## config.mk

```make
export PLATFORM = sky130hd
export DESIGN_NAME = pipelined_fp_adder
export DESIGN_NICKNAME = d
export VERILOG_FILES = /design/src/rtl/pipelined_fp_adder.sv
export SDC_FILE = /design/constraint.sdc
export NUM_CORES = 1
export LEC_CHECK = 0
export CELL_PAD_IN_SITES_DETAIL_PLACEMENT = 0
export CELL_PAD_IN_SITES_GLOBAL_PLACEMENT = 2
export CORE_MARGIN = 8
export CORE_UTILIZATION = 36
export DETAILED_ROUTE_END_ITERATION = 16
export GPL_TIMING_DRIVEN = 0
export PLACE_DENSITY_LB_ADDON = 0.1
export SYNTH_ARGS = -nofsm -noshare
export SYNTH_HDL_FRONTEND = slang
export SYNTH_SLANG_ARGS = --single-unit
```

## constraint.sdc

```tcl
create_clock -name clk -period 6.03 [get_ports clk]
set_input_delay 1.809 -clock clk [delete_from_list [all_inputs] [get_ports clk]]
set_output_delay 1.809 -clock clk [all_outputs]
set_load 0.005 [all_outputs]
```

## src/rtl/pipelined_fp_adder.sv

```systemverilog
// pipelined_fp_adder: IEEE-style add/subtract, subnormal inputs flushed to zero.
// Latency: 3 cycles (S1 unpack/compare/align, S2 mantissa add, S3 normalise/round/pack).
// Backpressure: all stages hold while out_valid & !out_ready; in_ready mirrors the advance enable.
// Build option FPADD_ROUND_NEAREST_EN: defined -> round to nearest even, undefined -> truncate.
module pipelined_fp_adder #(
  parameter  int EXP_W = 8,
  parameter  int MAN_W = 23,
  localparam int W     = 1 + EXP_W + MAN_W
) (
  input  logic         clk,
  input  logic         rst_n,
  input  logic [W-1:0] A,
  input  logic [W-1:0] B,
  input  logic         op_sub,
  input  logic         in_valid,
  output logic         in_ready,
  output logic [W-1:0] Sum,
  output logic         out_valid,
  input  logic         out_ready,
  output logic [3:0]   flags
);

  // Aligned mantissa: hidden bit, fraction, guard, round, sticky.
  localparam int FW  = MAN_W + 4;
  // Adder result: one extra carry bit on top.
  localparam int SW  = MAN_W + 5;
  // Working exponent: two extra bits so carry and negative results are visible.
  localparam int XW  = EXP_W + 2;
  localparam int LZW = $clog2(FW + 1);
  localparam logic [EXP_W-1:0] SH_LIM  = EXP_W'(MAN_W + 3);
  localparam logic [XW-1:0]    EXP_MAX = XW'((1 << EXP_W) - 1);
  localparam logic [W-1:0]     QNAN    = {1'b0, {EXP_W{1'b1}}, 1'b1, {(MAN_W-1){1'b0}}};

  logic advance;

  // Stage registers
  logic             s1_vld_q, s1_nan_q, s1_inf_q, s1_sign_q, s1_sub_q;
  logic [EXP_W-1:0] s1_exp_q;
  logic [FW-1:0]    s1_ml_q, s1_ms_q;
  logic             s2_vld_q, s2_nan_q, s2_inf_q, s2_sign_q;
  logic [EXP_W-1:0] s2_exp_q;
  logic [SW-1:0]    s2_sum_q;
  logic             out_vld_q;
  logic [W-1:0]     sum_q;
  logic [3:0]       flags_q;

  // Stage next-state values
  logic             s1_vld_d, s1_nan_d, s1_inf_d, s1_sign_d, s1_sub_d;
  logic [EXP_W-1:0] s1_exp_d;
  logic [FW-1:0]    s1_ml_d, s1_ms_d;
  logic             s2_vld_d, s2_nan_d, s2_inf_d, s2_sign_d;
  logic [EXP_W-1:0] s2_exp_d;
  logic [SW-1:0]    s2_sum_d;
  logic             out_vld_d;
  logic [W-1:0]     sum_d;
  logic [3:0]       flags_d;

  // S1 working signals
  logic             a_sign, b_sign, a_zero, b_zero, a_nan, b_nan, a_inf, b_inf;
  logic             swap, l_zero, s_zero;
  logic [EXP_W-1:0] a_exp, b_exp, l_exp, s_exp, shamt;
  logic [MAN_W-1:0] a_frac, b_frac, l_frac, s_frac;
  logic [W-2:0]     a_mag, b_mag;
  logic [FW-1:0]    s_ext, lost_mask;

  // S3 working signals
  logic [LZW-1:0]   lzc;
  logic [FW-1:0]    norm;
  logic [XW-1:0]    exp_n;
  logic [MAN_W-1:0] frac_o;
  logic             inexact, ovf, unf;
`ifdef FPADD_ROUND_NEAREST_EN
  logic             rnd_up;
  logic [MAN_W+1:0] mant_r;
`endif

  // One enable for the whole pipe: it only stalls when the output is full and not taken.
  assign advance   = !out_vld_q || out_ready;
  assign in_ready  = advance;
  assign out_valid = out_vld_q;
  assign Sum       = sum_q;
  assign flags     = flags_q;

  // S1: unpack, classify, pick the larger magnitude, align the smaller one.
  always_comb begin
    a_sign = A[W-1];
    a_exp  = A[W-2:MAN_W];
    a_frac = A[MAN_W-1:0];
    b_sign = B[W-1] ^ op_sub;
    b_exp  = B[W-2:MAN_W];
    b_frac = B[MAN_W-1:0];

    a_zero = (a_exp == '0);
    b_zero = (b_exp == '0);
    a_nan  = (&a_exp) && (a_frac != '0);
    b_nan  = (&b_exp) && (b_frac != '0);
    a_inf  = (&a_exp) && (a_frac == '0);
    b_inf  = (&b_exp) && (b_frac == '0);

    // Subnormals compare as zero so they can never be chosen over a real zero.
    a_mag = a_zero ? '0 : A[W-2:0];
    b_mag = b_zero ? '0 : B[W-2:0];
    swap  = (b_mag > a_mag);

    l_exp  = swap ? b_exp  : a_exp;
    l_frac = swap ? b_frac : a_frac;
    l_zero = swap ? b_zero : a_zero;
    s_exp  = swap ? a_exp  : b_exp;
    s_frac = swap ? a_frac : b_frac;
    s_zero = swap ? a_zero : b_zero;

    shamt     = l_exp - s_exp;
    s_ext     = s_zero ? '0 : {1'b1, s_frac, 3'b000};
    lost_mask = ~({FW{1'b1}} << shamt);

    // Anything shifted past the sticky position collapses into the sticky bit.
    if (shamt >= SH_LIM) begin
      s1_ms_d = {{(FW-1){1'b0}}, |s_ext};
    end else begin
      s1_ms_d = (s_ext >> shamt) | {{(FW-1){1'b0}}, |(s_ext & lost_mask)};
    end

    s1_ml_d   = l_zero ? '0 : {1'b1, l_frac, 3'b000};
    s1_exp_d  = l_exp;
    s1_sign_d = swap ? b_sign : a_sign;
    s1_sub_d  = a_sign ^ b_sign;
    // An infinity always wins the magnitude compare, so s1_sign_d is its sign.
    s1_nan_d  = a_nan || b_nan || (a_inf && b_inf && (a_sign != b_sign));
    s1_inf_d  = a_inf || b_inf;
    s1_vld_d  = in_valid;
  end

  // S1 register
  always_ff @(posedge clk or negedge rst_n) begin
    if (!rst_n) begin
      s1_vld_q  <= 1'b0;
      s1_nan_q  <= 1'b0;
      s1_inf_q  <= 1'b0;
      s1_sign_q <= 1'b0;
      s1_sub_q  <= 1'b0;
      s1_exp_q  <= '0;
      s1_ml_q   <= '0;
      s1_ms_q   <= '0;
    end else if (advance) begin
      s1_vld_q  <= s1_vld_d;
      s1_nan_q  <= s1_nan_d;
      s1_inf_q  <= s1_inf_d;
      s1_sign_q <= s1_sign_d;
      s1_sub_q  <= s1_sub_d;
      s1_exp_q  <= s1_exp_d;
      s1_ml_q   <= s1_ml_d;
      s1_ms_q   <= s1_ms_d;
    end
  end

  // S2: magnitude add or subtract; larger minus smaller is never negative.
  always_comb begin
    if (s1_sub_q) begin
      s2_sum_d = {1'b0, s1_ml_q} - {1'b0, s1_ms_q};
    end else begin
      s2_sum_d = {1'b0, s1_ml_q} + {1'b0, s1_ms_q};
    end
    s2_vld_d  = s1_vld_q;
    s2_nan_d  = s1_nan_q;
    s2_inf_d  = s1_inf_q;
    s2_sign_d = s1_sign_q;
    s2_exp_d  = s1_exp_q;
  end

  // S2 register
  always_ff @(posedge clk or negedge rst_n) begin
    if (!rst_n) begin
      s2_vld_q  <= 1'b0;
      s2_nan_q  <= 1'b0;
      s2_inf_q  <= 1'b0;
      s2_sign_q <= 1'b0;
      s2_exp_q  <= '0;
      s2_sum_q  <= '0;
    end else if (advance) begin
      s2_vld_q  <= s2_vld_d;
      s2_nan_q  <= s2_nan_d;
      s2_inf_q  <= s2_inf_d;
      s2_sign_q <= s2_sign_d;
      s2_exp_q  <= s2_exp_d;
      s2_sum_q  <= s2_sum_d;
    end
  end

  // S3: normalise, round, then resolve specials and range into the packed result.
  always_comb begin
    lzc = '0;
    for (int i = 0; i < FW; i++) begin
      if (s2_sum_q[i]) lzc = LZW'(FW - 1 - i);
    end

    if (s2_sum_q[SW-1]) begin
      // Carry out: shift right one, folding the dropped bit into sticky.
      norm  = s2_sum_q[SW-1:1] | {{(FW-1){1'b0}}, s2_sum_q[0]};
      exp_n = XW'(s2_exp_q) + XW'(1);
    end else begin
      norm  = s2_sum_q[FW-1:0] << lzc;
      exp_n = XW'(s2_exp_q) - XW'(lzc);
    end

    inexact = |norm[2:0];

`ifdef FPADD_ROUND_NEAREST_EN
    // Round up above half, or at exactly half when the kept LSB is odd.
    rnd_up = norm[2] && (norm[1] || norm[0] || norm[3]);
    mant_r = {1'b0, norm[FW-1:3]} + {{(MAN_W+1){1'b0}}, rnd_up};
    if (mant_r[MAN_W+1]) begin
      frac_o = mant_r[MAN_W:1];
      exp_n  = exp_n + XW'(1);
    end else begin
      frac_o = mant_r[MAN_W-1:0];
    end
`else
    frac_o = norm[FW-2:3];
`endif

    ovf = !exp_n[XW-1] && (exp_n >= EXP_MAX);
    unf = exp_n[XW-1] || (exp_n == '0);

    out_vld_d = s2_vld_q;
    sum_d     = '0;
    flags_d   = '0;
    if (s2_nan_q) begin
      sum_d   = QNAN;
      flags_d = 4'b1000;
    end else if (s2_inf_q) begin
      sum_d   = {s2_sign_q, {EXP_W{1'b1}}, {MAN_W{1'b0}}};
    end else if (!norm[FW-1]) begin
      // No leading one after normalising: exact cancellation or both zero -> +0.
      sum_d   = '0;
    end else if (ovf) begin
      sum_d   = {s2_sign_q, {EXP_W{1'b1}}, {MAN_W{1'b0}}};
      flags_d = 4'b0101;
    end else if (unf) begin
      // A nonzero value is flushed to zero, so the result is also inexact.
      sum_d   = {s2_sign_q, {(W-1){1'b0}}};
      flags_d = 4'b0011;
    end else begin
      sum_d   = {s2_sign_q, exp_n[EXP_W-1:0], frac_o};
      flags_d = {3'b000, inexact};
    end
  end

  // Output register: Sum and flags stay put while stalled.
  always_ff @(posedge clk or negedge rst_n) begin
    if (!rst_n) begin
      out_vld_q <= 1'b0;
      sum_q     <= '0;
      flags_q   <= '0;
    end else if (advance) begin
      out_vld_q <= out_vld_d;
      sum_q     <= sum_d;
      flags_q   <= flags_d;
    end
  end

endmodule
```

# Yosys cells after proc, flatten, opt, wreduce, memory -nomap -nowiden
# Cells that the tools add are included.
totals:
  out_inout_bits: 38
  input_bits: 69
  reg_bits: 144
op_classes:
  order_cmp: 3
  shift: 3
  eq_ne: 1
  n_addsub: 5
  bitwise: 6
  mux: 52
  n_reduce_logical: 26
op_table:
  columns: ["operator", "count"]
  rows:
  - ["$mux 5", 27]
  - ["$mux 31", 4]
  - ["$mux 27", 4]
  - ["$mux 32", 3]
  - ["$or 27x1->27", 2]
  - ["$reduce_or 27->1", 2]
  - ["$logic_not 23->1", 2]
  - ["$mux 23", 2]
  - ["$reduce_bool 23->1", 2]
  - ["$gt 31x31->1", 1]
  - ["$add 27x27->28", 1]
  - ["$mux 28", 1]
  - ["$sub 27x27->28", 1]
  - ["$and 27x27->27", 1]
  - ["$not 27->27", 1]
  - ["$shl 27x5->27", 1]
  - ["$shl 27x8->27 const A", 1]
  - ["$shr 27x8->27", 1]
  - ["$logic_not 8->1", 2]
  - ["$mux 8", 2]
  - ["$reduce_and 8->1", 2]
  - ["$ge 10x8->1 const B", 1]
  - ["$logic_not 10->1", 1]
  - ["$mux 10", 1]
  - ["14 further kinds", 30]

# Logic depth before layout (Yosys ltp)
logic_depth:
  word_depth: 36
  ltp_mapped: 35

# Worst setup path after synthesis
# No wires, ideal clock.
synth_timing:
  path_type: "in2reg"
  start: "input port A[25]"
  end: "register s1_ms_q[0]"
  path_buffers: 11
  cell_stages: 33
  arrival_ns: 8.263
  setup_slack_ns: -2.357
  path_cell_list: "clkbuf_1 -> nor2_1 -> nand4_1 -> clkbuf_1 -> clkbuf_1 -> buf_1 -> nand2_1 -> ha_1 -> nand3_1 -> nor3_1 -> nand4_1 -> and2_1 -> buf_6 -> nand2_2 -> buf_2 -> buf_2 -> buf_2 -> buf_1 -> mux2i_1 -> ha_1 -> clkbuf_1 -> o21ai_0 -> a211oi_1 -> nor4_4 -> o32ai_2 -> nor3_1 -> or3_1 -> o211ai_2 -> or2_1 -> buf_6 -> nor2_1 -> a311o_1 -> o31a_1"
synth_via:
  elab_chain_len: 11
  word_cells_on_any_way: 18
  cone_classes: "add/sub (1); order compare (2); shift (2); mux (7); bitwise (3); reduce/logical (3)"
synth_rtl:
  columns: ["item", "line", "text"]
  rows:
  - ["from (decl)", "12", "input logic [W-1:0] A,"]
  - ["$logic_not 8->1", "93", "a_zero = (a_exp == '0);"]
  - ["$mux 31", "101", "a_mag = a_zero ? '0 : A[W-2:0];"]
  - ["$gt 31x31->1", "103", "swap = (b_mag > a_mag);"]
  - ["$mux 8, on equally long branches", "105, 108", null]
  - ["$sub 8x8->8", "112", "shamt = l_exp - s_exp;"]
  - ["$shl 27x8->27", "114", "lost_mask = ~({FW{1'b1}} << shamt);"]
  - ["$not 27->27", "114", null]
  - ["$and 27x27->27", "120", "s1_ms_d = (s_ext >> shamt) | {{(FW-1){1'b0}}, |(s_ext & lost_mask)};"]
  - ["$reduce_or 27->1", "120", null]
  - ["$or 27x1->27", "120", null]
  - ["$mux 27 *", "117", "if (shamt >= SH_LIM) begin"]
  - ["to (signal assigned)", "152", "s1_ms_q <= s1_ms_d;"]
  - ["to (decl)", "39", "logic [FW-1:0] s1_ml_q, s1_ms_q;"]
# Mark *: on every way between the ends. The rest lies on a longest branch, timed or not.
# A chain may end at the register's enable or synchronous reset.

# Worst setup path after layout
layout_timing:
  start: "input port B[23]"
  end: "register s1_ms_q[0]"
layout_via:
  elab_chain_len: 11
  word_cells_on_any_way: 18
  cone_classes: "add/sub (1); order compare (2); shift (2); mux (7); bitwise (3); reduce/logical (3)"
layout_rtl:
  columns: ["item", "line", "text"]
  rows:
  - ["from (decl)", "13", "input logic [W-1:0] B,"]
  - ["$logic_not 8->1", "94", "b_zero = (b_exp == '0);"]
  - ["$mux 31", "102", "b_mag = b_zero ? '0 : B[W-2:0];"]
  - ["$gt 31x31->1", "103", null]
  - ["$mux 8, on equally long branches", "105, 108", null]
  - ["$sub 8x8->8", "112", null]
  - ["$shl 27x8->27", "114", null]
  - ["$not 27->27", "114", null]
  - ["$and 27x27->27", "120", null]
  - ["$reduce_or 27->1", "120", null]
  - ["$or 27x1->27", "120", null]
  - ["$mux 27 *", "117", null]
# Marks and branches as above.

==> impl_metrics.toml <==
[place]
port_buffers = 99
hpwl_um = 45600
gp_congestion = 0.910
place_area_mm2 = 0.0156
dp_cells = 2393
place_ws_ps = -3390

[critical_path]
worstPathArrival_ps = 7580
r2r_end = "Sum[9]$_DFFE_PN0P_"
ff2ff_path_depth = 20
worstPathRequired_ps = 6320
crit_top_cell = "buf_8"
crit_end = "s1_ms_q[0]$_DFFE_PN0P_"
path_max_fanout = 6
slowest_stage = "nor4_4"
path_class = "in -> reg"
path_buf_inv = 11
path_depth = 33
cpLargestDelayFamily = "simple AND/OR/NAND/NOR gates"
cp-startpoint = "B[23]"
startpoint_type = "input pin"
crit_path_max_incr_delay_ps = 380
rr_startpoint = "s2_sum_q[3]$_DFFE_PN0P_"
worstSetupEndpointType = "flop"
ff2ff_setup_slack_ps = 380

[timing]
final_max_slew_viol_count = 0
max_freq_mhz = 137
layout_setup_ws_ps = -1250
rsz0062_at_grt = "true"
min_period_ps = 7280
setup_viol = 27
period_share_pct = 121
fin_skew_ps = 13.6
hold_viol_final = 0
finalSetupTns_ps = -29200
tightest_slew_ps = 1080
relSlewSlack_pct = 27.6
hold_ws_ps = 467

[route]
viasPerCell = 5.90
drcViolationCount = 0
wl_per_cell_um = 24.0
drt_first_iter_violations = 1105
ant_nets = 0
dr.pass1.iters = 5
vias = 14600
routed_wl_um = 59400

[floorplanning]
ios = 107
rows = 71
initial_core_util_pct = 36.4
fp.dieH_um = 211
die_w_um = 211
core_mm2 = 0.0375
die_area_mm2 = 0.0444

[power]
clkPwrFrac_pct = 15.0
p_total_mw = 7.58
switching_share_pct = 48.0
peakVddDrop_v = 0.000240
cellPowerDensity_mw_per_mm2 = 433
p_seq_share_pct = 21.4
leakagePower_nw = 7.16
switchingPower_mw = 3.64
intPower_mw = 3.95
combPwrFrac_pct = 63.6

[synth]
yosysSeqAreaShare_pct = 25.9
async_flop_share_pct = 100
synth_edf_count = 0
synth_area_leaders = "dfrtp_1, nand2_1, mux2i_1"
synthCells = 1782
synth_cell_types = 97
postSynthNetCount = 1915
synth_top_area_cell = "dfrtp_1"
synth_top_area_share_pct = 25.9
synth_area_mm2 = 0.0136
synth_seq_cells = 141
synthFlopType = "dfrtp_1"
synth.avg_cell_area_um2 = 7.66
yosys_warnings = 0

[cts]
cts_made_buffers = 17
path_clk_slew_ps = 70
root_buffer = "clkbuf_16"
cts_tree = "built"
cts_buffer_depth = 2
ctsHtreeMaxLevel = 4
ctsHoldBuffers = 0
insertion_delay_ps = 440
clock_sinks = 141

[layout]
stdcell_area_mm2 = 0.0175
area_growth_pct = 28.3
antennaDiodeCount = 0
fin_util_pct = 46.7
stdcell_count = 2477
layout-drive-gt1-share_pct = 16.6
fin_nets = 2086

[outcome]
status = "finished with violations"
violations = "setup timing"

[global_route]
grt_pass1_wl_um = 90900
antenna_found_initial = 4
grt_overflow = 0
grt_pass1_vias = 14500
grt_start_max_net_pins = 74
track_usage_pct = 26.3

[min_path]
hp-class = "reg -> reg"

[flow_run]
drv_cap = 0
[sequential cells by signal (all words and copies together) (netlist names)]
register and flops:
Sum 32, s2_sign_q 1, out_vld_d 1, out_valid 1
flags 4, s1_ml_q 24, s1_inf_q 1, s2_sum_q 28
s2_exp_q 8, s2_nan_q 1, s1_ms_q 27, s1_vld_q 1
s2_inf_q 1, s1_sub_q 1, s1_nan_q 1, s1_exp_q 8
s1_sign_q 1
[placed cells by master, fill, tap and decap left out, drive strengths merged, types with 10 or more instances in the layout]
cell / count
inv: 56
a21oi: 123
a22o: 13
nand4: 20
nor2b: 16
nand2: 293
ha: 63
nand2b: 20
mux4: 18
or2: 10
mux2: 10
dfrtp: 141
or3: 10
o31ai: 25
o211ai: 16
nor4: 31
and3: 11
xor2: 12
nor3: 51
nor2: 150
o21ai: 149
a31oi: 21
mux2i: 88
clkbuf: 100
clkdlybuf4s50: 89
and2: 32
a211oi: 32
nand3: 55
o21a: 13
buf: 107
xnor2: 44
[how the worst min path moves through the flow]
stage,depth (start not counted),endpoint,start
after CTS,2,s2_exp_q[2]$_DFFE_PN0P_,s1_exp_q[2]$_DFFE_PN0P_
after global routing,2,s2_exp_q[7]$_DFFE_PN0P_,s1_exp_q[7]$_DFFE_PN0P_
after global placement,2,out_vld_d$_DFFE_PN0P_,out_vld_d$_DFFE_PN0P_
after floorplan,2,out_vld_d$_DFFE_PN0P_,out_vld_d$_DFFE_PN0P_
after detailed placement,2,s2_exp_q[2]$_DFFE_PN0P_,s1_exp_q[2]$_DFFE_PN0P_
final,1,out_valid$_DFFE_PN0P_,out_vld_d$_DFFE_PN0P_
[power groups by stage]
stage                     Sequential [mW]  Clock, mW  Combinational, mW
after floorplan                      1.50          0               3.06
after global placement               1.61          0               4.51
after CTS                            1.61       1.15               4.71
after detailed placement             1.61          0               4.51
final                                1.62       1.14               4.82
after global routing                 1.67       1.19               5.24
[layout make-up]
type	count	area, um^2
tap	511	639
inverter	52	203
buffer	120	786
sequential	141	3530
clock inverter	14	186
multi-input combinational	1462	10200
timing repair buffer	159	1560
clock buffer	18	429
fill	3805	20000
[cells by family (layout without fill, tap and decap cells)]
group / count (synthesis) / in the layout / synth area share [%]
compound gates: 502 / 502 / 23.9
xor+xnor: 56 / 56 / 3.65
fa+ha+maj: 65 / 65 / 6.00
buf+inv: 179 / 363 / 5.41
flops: 141 / 141 / 25.9
mux: 116 / 116 / 10.3
simple gates: 723 / 723 / 24.9
[layer usage]
metal	part of all wire (%)	GRT usage, %	up-vias
li1	-	-	6865
met4	2.2	6.64	4
met5	0.042	0	-
met1	45	35.1	7183
met3	4.2	3.07	77
met2	48	44.9	484
[timing repair]
| action | in CTS | in global routing |
|---|---|---|
| endpoints found under the hold margin | 0 | 0 |
| cloned | 6 | 0 |
| setup buffers | 42 | 13 |
| resized for setup | 183 | 61 |
| setup endpoints to repair | 67 | 48 |
| pin swaps | 63 | 37 |
[cell usage after synthesis (13+ instances only)]
cell / instances
a211oi_1: 31
a21oi_1: 122
a22o_1: 13
a31oi_1: 21
and2_1: 32
buf_1: 15
buf_2: 23
clkbuf_1: 83
dfrtp_1: 141
ha_1: 63
inv_1: 48
mux2i_1: 87
mux4_2: 18
nand2_1: 292
nand2b_1: 20
nand3_1: 55
nand4_1: 20
nor2_1: 149
nor2b_1: 16
nor3_1: 49
nor4_1: 28
o211ai_1: 15
o21a_1: 13
o21ai_0: 139
o31ai_1: 24
xnor2_1: 44
Power figures use the tool's default switching activity.
